<file path="src/rtl/proc_pkg.sv">
// Shared definitions for the instruction fetch/decode block and the
// instruction ROM that feeds it.
//
// The package holds:
//   - the opcode values,
//   - the bus source encodings,
//   - the controller state enum,
//   - the bit positions of the instruction fields.
//
// Instruction word layout (23 bits):
//   [22:19] opcode
//   [18:16] Rx
//   [15:0]  imm16 (LOAD)
//   [15:13] Ry    (MOV/ADD)
package proc_pkg;

  localparam logic [3:0] OP_HALT = 4'b0000;
  localparam logic [3:0] OP_LOAD = 4'b0001;
  localparam logic [3:0] OP_MOV  = 4'b0010;
  localparam logic [3:0] OP_ADD  = 4'b0011;

  localparam logic [1:0] BUS_NONE = 2'b00;
  localparam logic [1:0] BUS_IMM  = 2'b01;
  localparam logic [1:0] BUS_REG  = 2'b10;
  localparam logic [1:0] BUS_ALU  = 2'b11;

  localparam int OP_LSB  = 19;
  localparam int OP_MSB  = 22;
  localparam int RX_LSB  = 16;
  localparam int RY_LSB  = 13;
  localparam int IMM_LSB = 0;

  typedef enum logic [2:0] {
    IDLE   = 3'd0,
    FETCH  = 3'd1,
    DECODE = 3'd2,
    EXEC1  = 3'd3,
    EXEC2  = 3'd4,
    HALT   = 3'd5
  } state_t;

endpackage

</file>
<file path="src/rtl/instr_fetch_decode.sv">
// Instruction fetch/decode controller.
//
// Owns the program counter, drives the instruction ROM address, captures
// the returned code word into the instruction register (IR), and sequences
// the register-file, bus and ALU control strobes for each instruction.
//
// Ports:
//   clock      - system clock, rising edge
//   resetn     - asynchronous active-low reset
//   run        - level input; starts execution from IDLE, restarts it from HALT
//   rom_addr   - ROM address (equals pc)
//   rom_code   - combinational ROM data for rom_addr
//   rf_wr_en   - register-file write strobe
//   rf_wr_sel  - destination register (Rx)
//   rf_rd_sel  - register-file read select
//   imm_out    - IR immediate field, always visible
//   bus_sel    - bus source: 00 none, 01 imm, 10 reg, 11 alu
//   a_load     - latch the bus value into the ALU A register
//   instr_done - pulse in the last cycle of each executed instruction
//   illegal_op - pulse in DECODE on an illegal opcode
//   halted     - high while in HALT
//   pc         - debug copy of the program counter
module instr_fetch_decode
  import proc_pkg::*;
#(
  parameter int ADDR_W  = 5,
  parameter int INSTR_W = 23,
  parameter int DATA_W  = 16,
  parameter int RSEL_W  = 3
) (
  input  logic               clock,
  input  logic               resetn,
  input  logic               run,
  output logic [ADDR_W-1:0]  rom_addr,
  input  logic [INSTR_W-1:0] rom_code,
  output logic               rf_wr_en,
  output logic [RSEL_W-1:0]  rf_wr_sel,
  output logic [RSEL_W-1:0]  rf_rd_sel,
  output logic [DATA_W-1:0]  imm_out,
  output logic [1:0]         bus_sel,
  output logic               a_load,
  output logic               instr_done,
  output logic               illegal_op,
  output logic               halted,
  output logic [ADDR_W-1:0]  pc
);

  state_t               r_state;
  state_t               w_state_nxt;
  logic [ADDR_W-1:0]    r_pc;
  logic [INSTR_W-1:0]   r_ir;

  logic [3:0]           w_op;
  logic [RSEL_W-1:0]    w_rx;
  logic [RSEL_W-1:0]    w_ry;
  logic                 w_op_legal;

  assign w_op       = r_ir[OP_MSB:OP_LSB];
  assign w_rx       = r_ir[RX_LSB +: RSEL_W];
  assign w_ry       = r_ir[RY_LSB +: RSEL_W];
  assign w_op_legal = (w_op == OP_LOAD) || (w_op == OP_MOV) || (w_op == OP_ADD);

  assign rom_addr = r_pc;
  assign pc       = r_pc;
  assign imm_out  = r_ir[IMM_LSB +: DATA_W];

  // State register, PC and IR. The PC is a plain ADDR_W-bit counter,
  // so incrementing past the last ROM address wraps to 0.
  always_ff @(posedge clock or negedge resetn) begin
    if (!resetn) begin
      r_state <= IDLE;
      r_pc    <= '0;
      r_ir    <= '0;
    end else begin
      r_state <= w_state_nxt;
      if (r_state == FETCH) begin
        r_ir <= rom_code;
        r_pc <= r_pc + ADDR_W'(1);
      end else if ((r_state == HALT) && run) begin
        r_pc <= '0;
      end
    end
  end

  // Next state and Moore decode of state + IR.
  always_comb begin
    w_state_nxt = r_state;
    rf_wr_en    = 1'b0;
    rf_wr_sel   = '0;
    rf_rd_sel   = '0;
    bus_sel     = BUS_NONE;
    a_load      = 1'b0;
    instr_done  = 1'b0;
    illegal_op  = 1'b0;
    halted      = 1'b0;

    case (r_state)
      IDLE: begin
        if (run) w_state_nxt = FETCH;
      end

      FETCH: begin
        w_state_nxt = DECODE;
      end

      DECODE: begin
        if (w_op == OP_HALT) begin
          w_state_nxt = HALT;
        end else if (w_op_legal) begin
          w_state_nxt = EXEC1;
        end else begin
          // Illegal opcodes are flagged and then skipped like a NOP.
          illegal_op  = 1'b1;
          w_state_nxt = FETCH;
        end
      end

      EXEC1: begin
        w_state_nxt = FETCH;
        case (w_op)
          OP_LOAD: begin
            bus_sel    = BUS_IMM;
            rf_wr_sel  = w_rx;
            rf_wr_en   = 1'b1;
            instr_done = 1'b1;
          end
          OP_MOV: begin
            rf_rd_sel  = w_ry;
            bus_sel    = BUS_REG;
            rf_wr_sel  = w_rx;
            rf_wr_en   = 1'b1;
            instr_done = 1'b1;
          end
          OP_ADD: begin
            // First ADD cycle only loads Rx into A; the write happens in EXEC2.
            rf_rd_sel   = w_rx;
            bus_sel     = BUS_REG;
            a_load      = 1'b1;
            w_state_nxt = EXEC2;
          end
          default: ;
        endcase
      end

      EXEC2: begin
        rf_rd_sel   = w_ry;
        bus_sel     = BUS_ALU;
        rf_wr_sel   = w_rx;
        rf_wr_en    = 1'b1;
        instr_done  = 1'b1;
        w_state_nxt = FETCH;
      end

      HALT: begin
        halted = 1'b1;
        if (run) w_state_nxt = FETCH;
      end

      default: begin
        w_state_nxt = IDLE;
      end
    endcase
  end

endmodule

</file>
<file path="config.mk">
export PLATFORM = sky130hd
export DESIGN_NAME = instr_fetch_decode
export DESIGN_NICKNAME = d
export VERILOG_FILES = /design/src/rtl/proc_pkg.sv /design/src/rtl/instr_fetch_decode.sv
export SDC_FILE = /design/constraint.sdc
export NUM_CORES = 1
export LEC_CHECK = 0
export CAP_MARGIN = 20
export CORE_MARGIN = 2
export CORE_UTILIZATION = 55
export DETAILED_ROUTE_END_ITERATION = 8
export DONT_BUFFER_PORTS = 1
export PLACE_DENSITY = 0.73
export SYNTH_ARGS = -nofsm -noshare
export SYNTH_HDL_FRONTEND = slang
export SYNTH_SLANG_ARGS = --single-unit
</file>
<file path="constraint.sdc">
create_clock -name clock -period 1.5 [get_ports clock]
set_clock_uncertainty 0.2 [all_clocks]
set_input_delay 0.3 -clock clock [delete_from_list [all_inputs] [get_ports clock]]
set_output_delay 0.3 -clock clock [all_outputs]
set_load 0.005 [all_outputs]
</file>
==> key figures, run 1 <==
Yosys
  • EDFF count, synth: 0
  • Post-synth top cells: dfrtp_1 (31), buf_4 (25), mux2_2 (18), a22o_1 (6), mux2_1 (5)
  • Mapped Nets: 161
  • Simple-gate share of the synthesized area: 0.103
  • Synth Area per Inst: 12.2 sq um
  • Ys async rst share: 1.00
  • Synth Area in Compound Gates: 0.0966
  • Dominant synthesized flop cell: dfrtp_1
  • Synth area leader: dfrtp_1
  • Post-Synth Adder-Cell Area: 0.00766
  • Syn Inst Count: 134
  • Seq/Total Area, Yosys: 0.475
  • Top cells by area, synth: dfrtp_1 (48%), mux2_2 (12%), buf_4 (11%)
  • Most common cell in the netlist: dfrtp_1
  • Mapped cell area: between 1500 and 2000 sq um
  • Share of the synthesized area in the top cell type: 0.475
  • Yosys warning total: 0
  • Xor/xnor share of the synthesized area: 0.0161
  • Yosys cell types: 36
  • Register bit total from synthesis: 31
  • Mux share of post-synthesis cell area: 0.159
  • Largest family of logic cells by synthesized area: multiplexers

Floorplanning
  • I/O pin count: 65
  • Core area: 2780 sq um
  • DIE HEIGHT: 58.5 um
  • Initial cell density of the core: 0.587
  • Die W: 58.5 um
  • Cell Rows: 19
  • DIE AREA: 3420 sq um

Setup path
  • CP Capture Type: primary output
  • Reg2Reg Setup Slack: -0.53 ns
  • Worst setup SP type: register
  • Worst R2R Path Depth: 7
  • CP Depth: 3
  • Crit path kind: reg2out
  • Worst r2r src: r_state[2]
  • Critical path origin: r_state[2]
  • Worst path slowest cell: dfrtp_1
  • Crit-path max FO: 5
  • Bufs and invs on worst path: 0
  • Required time worst endpoint: 1.00 ns
  • Crit path largest cell delay: 0.44 ns
  • Reg2Reg Capture Point: r_ir[17]
  • Worst EP arrival: 1.62 ns
  • Cell family with most CP delay: compound AO/OA/AOI/OAI gates
  • Critical-path cell list: nand4b_1 > o41ai_4 > a22o_1
  • Critical Path End: rf_rd_sel[1]

CTS
  • H-tree Lvls: 2
  • Worst-path clk slew: 0.09 ns
  • TritonCTS Buffers: 5
  • Clk root buf: clkbuf_4
  • Skew-Pair Late Insertion Delay: 0.32 ns
  • CTS tree: yes
  • Clock sink count: 31
  • Maximum buffer depth of the clock tree: 2

Run status
  • Violated checks: setup timing
  • Status: complete, but fails checks

Finish
  • Fraction of layout cells with a size suffix above 1: 0.512
  • Final Util: 0.816
  • Area Overhead vs Synth: 38.9%
  • Number of fill cells in the layout: 144
  • Ant. Diodes: 0
  • Final nets: 200
  • Finished Layout Cells: 203
  • Post-route cell area: between 2000 and 2500 sq um

STA
  • Finish-stage setup viols: 41
  • Final Cycle Share: 1.41
  • Slew Viols, Final: 0
  • Hold Violations, Final: 0
  • Final worst slack: -0.620 ns
  • Max Freq: 472 MHz
  • RSZ-0062 raised after global routing: true
  • Slew at the pin closest to its max-slew limit: 0.372 ns
  • Minimum clock period: around 2.1 ns
  • Relative slew slack: 0.750

GRT
  • Largest net degree at the start of global routing: 32
  • Vias in the first global route: 1,254
  • GRT overflow: 0
  • Initial antenna violation count: 0
  • First-pass GRT wire length: 6100 um
  • GRT Total Usage: 0.249

Placement
  • Pre-CTS WS: -0.206 ns
  • GP Congestion: 0.806
  • DP Wirelength: between 2000 and 2500 um
  • Area after DPL: 1650 sq um
  • Port Buffers: 0
  • Placed Cells: 159

Power
  • Power Density: 2160 nW/um^2
  • P_leak: 1.01 nW
  • Maximum vdd drop: 1.78 mV

Min path
  • Worst Hold Class: in2reg

Route
  • Post-Route WL: 4370 um
  • DRT iter0 DRCs: 43
  • Vias per cell: 5.87
  • Final ANT Viol Nets: 0
  • DRC viols: 0
  • TritonRoute pass-1 iters: 4
  • DR WL/cell: 21.5 um
  • DR vias: 1,192

Flow run
  • Max Cap Viol: 0
metrics by stage:
step	power (mW)	hold WS [ns]	setup TNS [ns]
6_report	4.90	0.0326	-18.44
5_1_grt	5.17	0.00161	-20.37
4_1_cts	4.40	0.00781	-12.47
3_5_place_dp	3.46	-0.195	-6.22
3_3_place_gp	3.36	-0.195	-5.17
2_1_floorplan	3.27	-0.196	-1.20
what timing repair did:
item | CTS | global route
setup buffers | 6 | 8
pin swaps | 4 | 15
gates cloned | 2 | 0
hold buffers | 25 | 0
gates resized for setup | 27 | 28
setup endpoints to repair | 42 | 43
hold endpoints to repair | 54 | 0
per-layer routing:
| metal | GRT usage | vias to the layer above | wire length [um] | part of all wire |
|---|---|---|---|---|
| met1 | 0.280 | 597 | 1530 | 0.35 |
| met4 | 0.116 | 0 | 142 | 0.032 |
| li1 | - | 526 | - | - |
| met2 | 0.433 | 59 | 2420 | 0.55 |
| met5 | 0 | - | 0 | 0 |
| met3 | 0.0725 | 10 | 275 | 0.063 |
layout by cell type (no fill, tap or decap), types with 3 or more instances in the layout:
cell type	netlist	routed
mux2_4	0	15
a22o_1	6	6
inv_1	4	3
nand3_1	4	4
dfrtp_2	0	6
buf_8	1	3
dlygate4sd3_1	0	24
buf_4	25	22
a21oi_1	4	4
clkbuf_4	0	5
mux2_2	18	8
dfrtp_1	31	25
buf_6	1	9
report_power, final:
| group | internal [mW] | leakage (nW) | switching (mW) |
|---|---|---|---|
| logic | 1.62 | 0.620 | 1.11 |
| registers | 1.27 | 0.362 | 0.482 |
| clock network | 0.166 | 0.0242 | 0.256 |
| total | 3.06 | 1.01 | 1.84 |
worst min-delay path by stage:
stage | startpoint | endpoint | slack, ns | cells after the start
finish | run | r_state[2] | 0.03 | 2
global route | run | r_state[0] | 0.002 | 2
CTS | run | r_state[2] | 0.008 | 2
detailed placement | resetn | r_ir[2] | -0.19 | 0
global placement | resetn | r_ir[2] | -0.19 | 0
floorplan | resetn | pc[0] | -0.20 | 0
state kept, by name, indices dropped and copies added (netlist names):
signal   cells
r_ir        23
r_state      3
pc           5
kinds of logic after synthesis:
kind of cell	Yosys count
AOI/OAI and AO/OA	20
xor gates and xnor gates	3
adders and majority gates	1
buffers and inverters	32
DFF	31
muxes	23
and+or+nand+nor	24
area by class of cell:
type | count | area (sq um) | share of cell area
clock buffers | 6 | 41.3 | 0.0182
inverters | 4 | 15.0 | 0.00662
multi-input cells | 71 | 798 | 0.352
flip-flops and latches | 31 | 783 | 0.345
well taps | 31 | 38.8 | 0.0171
repair buffers | 60 | 592 | 0.261
(Power assumes the default switching activity.)
==> run 2: changes to the inputs <==
--- a/config.mk
+++ b/config.mk
@@ -5,12 +5,12 @@
 export SDC_FILE = /design/constraint.sdc
 export NUM_CORES = 1
 export LEC_CHECK = 0
+export BUFFER_PORTS_ARGS = -buffer_cell sky130_fd_sc_hd__buf_2
 export CAP_MARGIN = 20
 export CORE_MARGIN = 2
-export CORE_UTILIZATION = 55
+export CORE_UTILIZATION = 43
 export DETAILED_ROUTE_END_ITERATION = 8
-export DONT_BUFFER_PORTS = 1
-export PLACE_DENSITY = 0.73
+export PLACE_DENSITY = 0.75
 export SYNTH_ARGS = -nofsm -noshare
 export SYNTH_HDL_FRONTEND = slang
 export SYNTH_SLANG_ARGS = --single-unit
==> run 2 against run 1 <==
Effect of this change:
- wire length down 19%
- die area rose by 26%
- largest cell class unchanged
- via count increased by 6.3%
- global-route usage fell by 6.8 points
- sequential share of layout area fell by 2.2 points
- critical path type unchanged
- sequential power shrank 9%
- the run still ends with setup timing left
- non-clock buffer count increased by 36
- worst setup slack improved by 0.057 ns
- worst hold slack better by 0.012 ns
- largest power group unchanged
==> key figures, run 2 (same netlist as run 1, synthesis figures left out) <==
CTS
  • CTS tree: yes
  • H-tree Lvls: 2 (unchanged)
  • Clock sink count: 31 (unchanged)
  • TritonCTS Buffers: 5 (unchanged)
  • Worst-path clk slew: 0.07 ns (-0.02 ns)
  • Skew-Pair Late Insertion Delay: 0.28 ns (-0.04 ns)
  • Maximum buffer depth of the clock tree: 2 (unchanged)
  • Clk root buf: clkbuf_8

Setup path
  • Critical-path cell list: nand4b_1 > o41ai_4 > a22o_1 > buf_2
  • Worst setup SP type: register
  • Critical path origin: r_state[2]
  • Worst r2r src: r_state[2]
  • Cell family with most CP delay: compound AO/OA/AOI/OAI gates
  • CP Capture Type: primary output
  • Worst path slowest cell: dfrtp_2
  • Crit-path max FO: 7 (+2)
  • Bufs and invs on worst path: 1 (+1)
  • Crit path kind: reg2out
  • Reg2Reg Setup Slack: -0.32 ns (+0.21 ns)
  • Crit path largest cell delay: 0.45 ns (about the same)
  • Worst EP arrival: 1.56 ns (-0.06 ns)
  • Required time worst endpoint: 1.00 ns (about the same)

STA
  • Relative slew slack: 0.745 (-0.00446)
  • Final hold slack: 0.0444 ns (+0.0117 ns)
  • Max Freq: 485 MHz (+2.8%)
  • Final Cycle Share: 1.38 (-0.0378)
  • Hold Violations, Final: 0 (unchanged)
  • Minimum clock period: 2.06 ns (-0.0568 ns)
  • Final worst slack: -0.563 ns (+0.0568 ns)
  • RSZ-0062 raised after global routing: true
  • Slew at the pin closest to its max-slew limit: 0.382 ns (+0.00949 ns)
  • Slew Viols, Final: 0 (unchanged)
  • Finish-stage setup viols: 42 (+2.4%)
  • Fin Setup TNS: -14.05 ns (+4.39 ns)

Route
  • DRC viols: 0 (unchanged)
  • DR WL/cell: 13.8 um (-36%)
  • DRT iter0 DRCs: 19 (-56%)
  • DR vias: 1,267 (+6.3%)
  • Vias per cell: 4.91 (-16%)
  • Post-Route WL: 3560 um (-19%)
  • TritonRoute pass-1 iters: 4 (unchanged)
  • Final ANT Viol Nets: 0 (unchanged)

GRT
  • Largest net degree at the start of global routing: 17 (-47%)
  • GRT overflow: 0 (unchanged)
  • GRT Total Usage: 0.181 (-0.0679)
  • First-pass GRT wire length: 5910 um (-3.2%)
  • Vias in the first global route: 1,267 (+1.0%)
  • Initial antenna violation count: 0 (unchanged)

Power
  • P_leak: 1.22 nW (+21%)
  • Clock network fraction of design power: 0.131 (+0.045)
  • Power Density: 2220 nW/um^2 (+2.8%)
  • Tot Pwr: 5.35 mW (+9.0%)
  • Comb pwr share: 0.569 (+0.013)
  • Switching part of the total power: 0.332 (-0.0438)
  • Maximum vdd drop: 1.19 mV (-33%)
  • Flop pwr share: 0.300 (-0.058)
  • Int Power: 3.57 mW (+17%)
  • P_sw: 1.78 mW (-3.7%)

Finish
  • Final nets: 236 (+18%)
  • Area Overhead vs Synth: 47.4%
  • Largest register FFs: 23 (unchanged)
  • Multi-input logic area: 779 sq um (-2.4%)
  • Commonest non-fill, non-tap cells in the layout: buf_2 (64), dfrtp_1 (29), mux2_4 (23)
  • Post-route cell area: 2410 sq um (+6.1%)
  • Most common cell after layout, fill and taps aside: buf_2
  • Fraction of layout cells with a size suffix above 1: 0.671 (+0.160)
  • Number of fill cells in the layout: 270 (+88%)
  • Ant. Diodes: 0 (unchanged)
  • Reg area: 778 sq um (-0.64%)
  • Top reg by flops: r_ir

Min path
  • Worst Hold Class: in2reg
  • Worst min-delay path startpoint: rom_code[17]

Placement
  • Port Buffers: 64 (+64)
  • DP Wirelength: 2350 um (+2.5%)
  • GP Congestion: 0.857 (+6.4%)
  • Area after DPL: 2000 sq um (+21%)

Floorplanning
  • DIE HEIGHT: 65.6 um (+12%)
  • Core area: 3660 sq um (+32%)
  • Initial cell density of the core: 0.446 (-0.141)
  • DIE AREA: 4310 sq um (+26%)
  • I/O pin count: 65 (unchanged)
  • Cell Rows: 22 (+3)
  • Die W: 65.6 um (+12%)

Run status
  • Violated checks: setup timing
  • Status: complete, but fails checks

Flow run
  • Max Cap Viol: 0 (unchanged)
==> run 2: final cells by class <==
class | instances | area share
Sequential cell | 31 | 0.323
Multi-Input combinational cell | 71 | 0.324
Tap cell | 48 | 0.0250
Inverter | 4 | 0.00728
Clock buffer | 8 | 0.0416
Timing Repair Buffer | 96 | 0.279
==> run 2: worst paths after layout <==
| check | to | cells after the start |
|---|---|---|
| min reg2reg | r_ir[8] | 1 |
| max | rf_rd_sel[1] | 4 |
| min | r_ir[17] | 2 |
| max reg2reg | r_ir[1] | 6 |
| min in group asynchronous | r_ir[7] | 2 |
| max in group asynchronous | r_ir[19] | 3 |
==> run 2: what timing repair did <==
action / in CTS / in global routing
hold buffers: 1 / 0
pin swaps: 4 / 4
setup buffers: 8 / 4
endpoints found under the setup margin: 41 / 43
hold endpoints to repair: 15 / 0
cloned: 3 / 0
gates resized for setup: 37 / 11
==> run 2: power groups by stage <==
| stage | clock (mW) | sequential, mW | combinational [mW] |
|---|---|---|---|
| floorplan | 0 | 1.56 | 1.71 |
| global placement | 0 | 1.57 | 2.21 |
| detailed placement | 0 | 1.58 | 2.25 |
| CTS | 0.722 | 1.59 | 3.16 |
| global route | 0.774 | 1.67 | 3.28 |
| finish | 0.702 | 1.60 | 3.04 |
==> run 2: metrics by stage <==
step                setup slack [ns]  std cells   util
floorplan                     -0.170        134      -
global placement              -0.271        238  0.547
detailed placement            -0.265        238  0.547
CTS                           -0.568        258  0.659
global route                  -0.620        258  0.657
finish                        -0.563        258  0.657
==> run 2: routing by layer <==
metal,share of wire,up-vias,GRT usage
met3,0.058,8,0.0497
met2,0.49,50,0.314
met5,0,-,0
li1,-,605,-
met1,0.43,604,0.214
met4,0.017,0,0.0625
==> run 3: changes to the inputs <==
--- a/config.mk
+++ b/config.mk
@@ -8,9 +8,9 @@
 export BUFFER_PORTS_ARGS = -buffer_cell sky130_fd_sc_hd__buf_2
 export CAP_MARGIN = 20
 export CORE_MARGIN = 2
-export CORE_UTILIZATION = 43
+export CORE_UTILIZATION = 33
 export DETAILED_ROUTE_END_ITERATION = 8
-export PLACE_DENSITY = 0.75
+export PLACE_DENSITY = 0.64
 export SYNTH_ARGS = -nofsm -noshare
 export SYNTH_HDL_FRONTEND = slang
 export SYNTH_SLANG_ARGS = --single-unit
==> run 3 against run 2 <==
Effect of this change:
- the run still ends with setup timing left
- wire length rose by 9.6%
- clock-buffer cell count fell by 2
- maximum frequency fell by 0.37%
- cell area rose by 1.8%
- final cell count rose by 8.1%
- register-to-register slack barely moved
- first-iteration DRC count rose by 32%
- via count rose by 1.7%
- clock power fell by 5.4%
- global-route usage fell by 3.6 points
- critical path type unchanged
- highest routed layer unchanged
==> key figures, run 3 (same netlist as run 1, synthesis figures left out) <==
Setup path
  • Worst EP arrival: 1.57 ns (about the same)
  • Crit path largest cell delay: 0.46 ns (about the same)
  • Crit-path max FO: 6 (-1)
  • Required time worst endpoint: 1.00 ns (about the same)
  • CP Capture Type: primary output
  • Worst path slowest cell: dfrtp_2
  • Critical-path cell list: or3b_4 > o41ai_2 > a22o_1 > buf_2
  • Bufs and invs on worst path: 1 (unchanged)
  • Cell family with most CP delay: flip-flops
  • Worst setup SP type: register
  • Crit path kind: reg2out

Floorplanning
  • Die W: 74.3 um (+13%)
  • DIE HEIGHT: 74.3 um (+13%)
  • I/O pin count: 65 (unchanged)
  • Initial cell density of the core: 0.343 (-0.103)
  • Cell Rows: 25 (+14%)
  • DIE AREA: 5530 sq um (+28%)
  • Core area: 4750 sq um (+30%)

CTS
  • H-tree Lvls: 2 (unchanged)
  • Clk root buf: clkbuf_8
  • TritonCTS Buffers: 5 (unchanged)
  • Maximum buffer depth of the clock tree: 2 (unchanged)
  • CTS tree: yes
  • Worst-path clk slew: 0.07 ns (about the same)
  • Skew-Pair Late Insertion Delay: 0.28 ns (about the same)
  • Clock sink count: 31 (unchanged)

Finish
  • Top reg by flops: r_ir
  • Largest register FFs: 23 (unchanged)
  • Fraction of layout cells with a size suffix above 1: 0.726 (+0.0550)
  • Ant. Diodes: 0 (unchanged)
  • Area Overhead vs Synth: 50.0%
  • Finished Layout Cells: 279 (+8.1%)
  • Most common cell after layout, fill and taps aside: buf_2
  • Commonest non-fill, non-tap cells in the layout: buf_2 (64), dfrtp_1 (24), mux2_4 (23)
  • Final nets: 239 (+1.3%)
  • Post-route cell area: 2450 sq um (+1.8%)
  • Number of fill cells in the layout: 432 (+60%)

Route
  • Top sig layer: met4
  • Met1 WL: 1740 um (+12%)
  • Vias per cell: 4.62 (-6.0%)
  • DRT iter0 DRCs: 25 (+6)
  • Met3 wire length: 258 um (+25%)
  • Post-Route WL: 3900 um (+9.6%)
  • DR vias: 1,288 (+1.7%)
  • TritonRoute pass-1 iters: 3 (-1)
  • DRC viols: 0 (unchanged)
  • DR WL/cell: 14.0 um (+1.3%)
  • Final ANT Viol Nets: 0 (unchanged)
  • Met2 Wirelength: 1870 um (+7.2%)

GRT
  • Vias in the first global route: 1,293 (+2.1%)
  • GRT Total Usage: 0.145 (-0.0359)
  • GRT overflow: 0 (unchanged)
  • First-pass GRT wire length: 6090 um (+3.1%)
  • Largest net degree at the start of global routing: 18 (+1)
  • Initial antenna violation count: 0 (unchanged)

Power
  • Flop pwr share: 0.319 (+0.019)
  • P_leak: 1.22 nW (-0.20%)
  • Comb pwr share: 0.557 (-0.012)
  • Power Density: 2180 nW/um^2 (-1.7%)
  • P_sw: 1.85 mW (+4.0%)
  • Switching part of the total power: 0.345 (+0.0130)
  • Clock network fraction of design power: 0.124 (-0.007)
  • Int Power: 3.51 mW (-1.9%)
  • Maximum vdd drop: 0.982 mV (-18%)
  • Tot Pwr: 5.35 mW (about the same)

STA
  • Slew Viols, Final: 0 (unchanged)
  • Final Cycle Share: 1.38 (+0.00505)
  • Slew at the pin closest to its max-slew limit: 0.389 ns (+0.00697 ns)
  • Max Freq: 483 MHz (-0.37%)
  • RSZ-0062 raised after global routing: true
  • Hold Violations, Final: 0 (unchanged)
  • Minimum clock period: 2.07 ns (+0.00758 ns)
  • Relative slew slack: 0.741 (-0.00465)
  • Finish-stage setup viols: 41 (-2.4%)
  • Final worst slack: -0.571 ns (-0.00758 ns)

Run status
  • Status: complete, but fails checks
  • Violated checks: setup timing

Placement
  • Area after DPL: 2030 sq um (+1.6%)
  • GP Congestion: 0.758 (-12%)
  • DP Wirelength: 2620 um (+11%)
  • Port Buffers: 64 (unchanged)
  • Placed Cells: 258 (+8.4%)

Flow run
  • Max Cap Viol: 0 (unchanged)

Min path
  • Worst Hold Class: in2reg
[run 3: repair_timing]
action                                 in CTS  in global routing
setup endpoints to repair                  41                 43
endpoints found under the hold margin      14                  0
hold buffers                                1                  0
pin swaps                                   6                  7
buffers inserted                           10                  6
gates cloned                                1                  0
resized for setup                          51                 11
[run 3: power groups by stage]
stage / Sequential [mW] / Combinational, mW / Clock (mW)
CTS: 1.69 / 2.98 / 0.679
global placement: 1.65 / 2.19 / 0
global route: 1.78 / 3.23 / 0.722
floorplan: 1.56 / 1.71 / 0
detailed placement: 1.67 / 2.22 / 0
finish: 1.71 / 2.98 / 0.664
[run 3: through the flow]
step           setup slack (ns)  hold WS [ns]  TNS, ns  utilization
2_1_floorplan            -0.170        -0.196    -1.20            -
3_3_place_gp             -0.295        0.0357    -8.38        0.428
3_5_place_dp             -0.308        0.0409    -8.24        0.428
4_1_cts                  -0.574        0.0363   -12.32        0.504
5_1_grt                  -0.643        0.0349   -15.97        0.515
6_report                 -0.571        0.0408   -13.31        0.515
[run 3: path summary, 6_finish.rpt]
| kind | from | endpoint | slack (ns) | cells past startpoint |
|---|---|---|---|---|
| max | r_state[0] | rf_rd_sel[1] | -0.57 | 4 |
| min | rom_code[13] | r_ir[13] | 0.04 | 2 |
| max reg2reg | r_state[2] | r_ir[5] | -0.33 | 6 |
| min reg2reg | r_ir[1] | r_ir[1] | 0.30 | 1 |
| max in group asynchronous | resetn | r_state[2] | 0.37 | 3 |
| min in group asynchronous | resetn | pc[4] | 0.28 | 2 |
[run 3: worst register-to-register path, stage by stage (launching register included)]
cell and delay (ns):
dfrtp_2 0.44, buf_6 0.15, buf_6 0.12, nor3b_4 0.23
buf_6 0.15, buf_12 0.13, mux2_4 0.31
[run 3: final cells by class]
cell class,instances,area (sq um),area share
Timing Repair Buffer,99,667,0.272
Tap cell,67,83.8,0.0342
Sequential cell,31,785,0.320
Multi-Input combinational cell,71,812,0.331
Inverter,4,15.0,0.00613
Clock inverter,1,5.00,0.00204
Clock buffer,6,82.6,0.0337
[run 3: metal layers]
layer	global-route usage	vias to the layer above
li1	-	606
met3	0.0461	5
met5	0	-
met1	0.172	621
met4	0.0298	0
met2	0.260	56
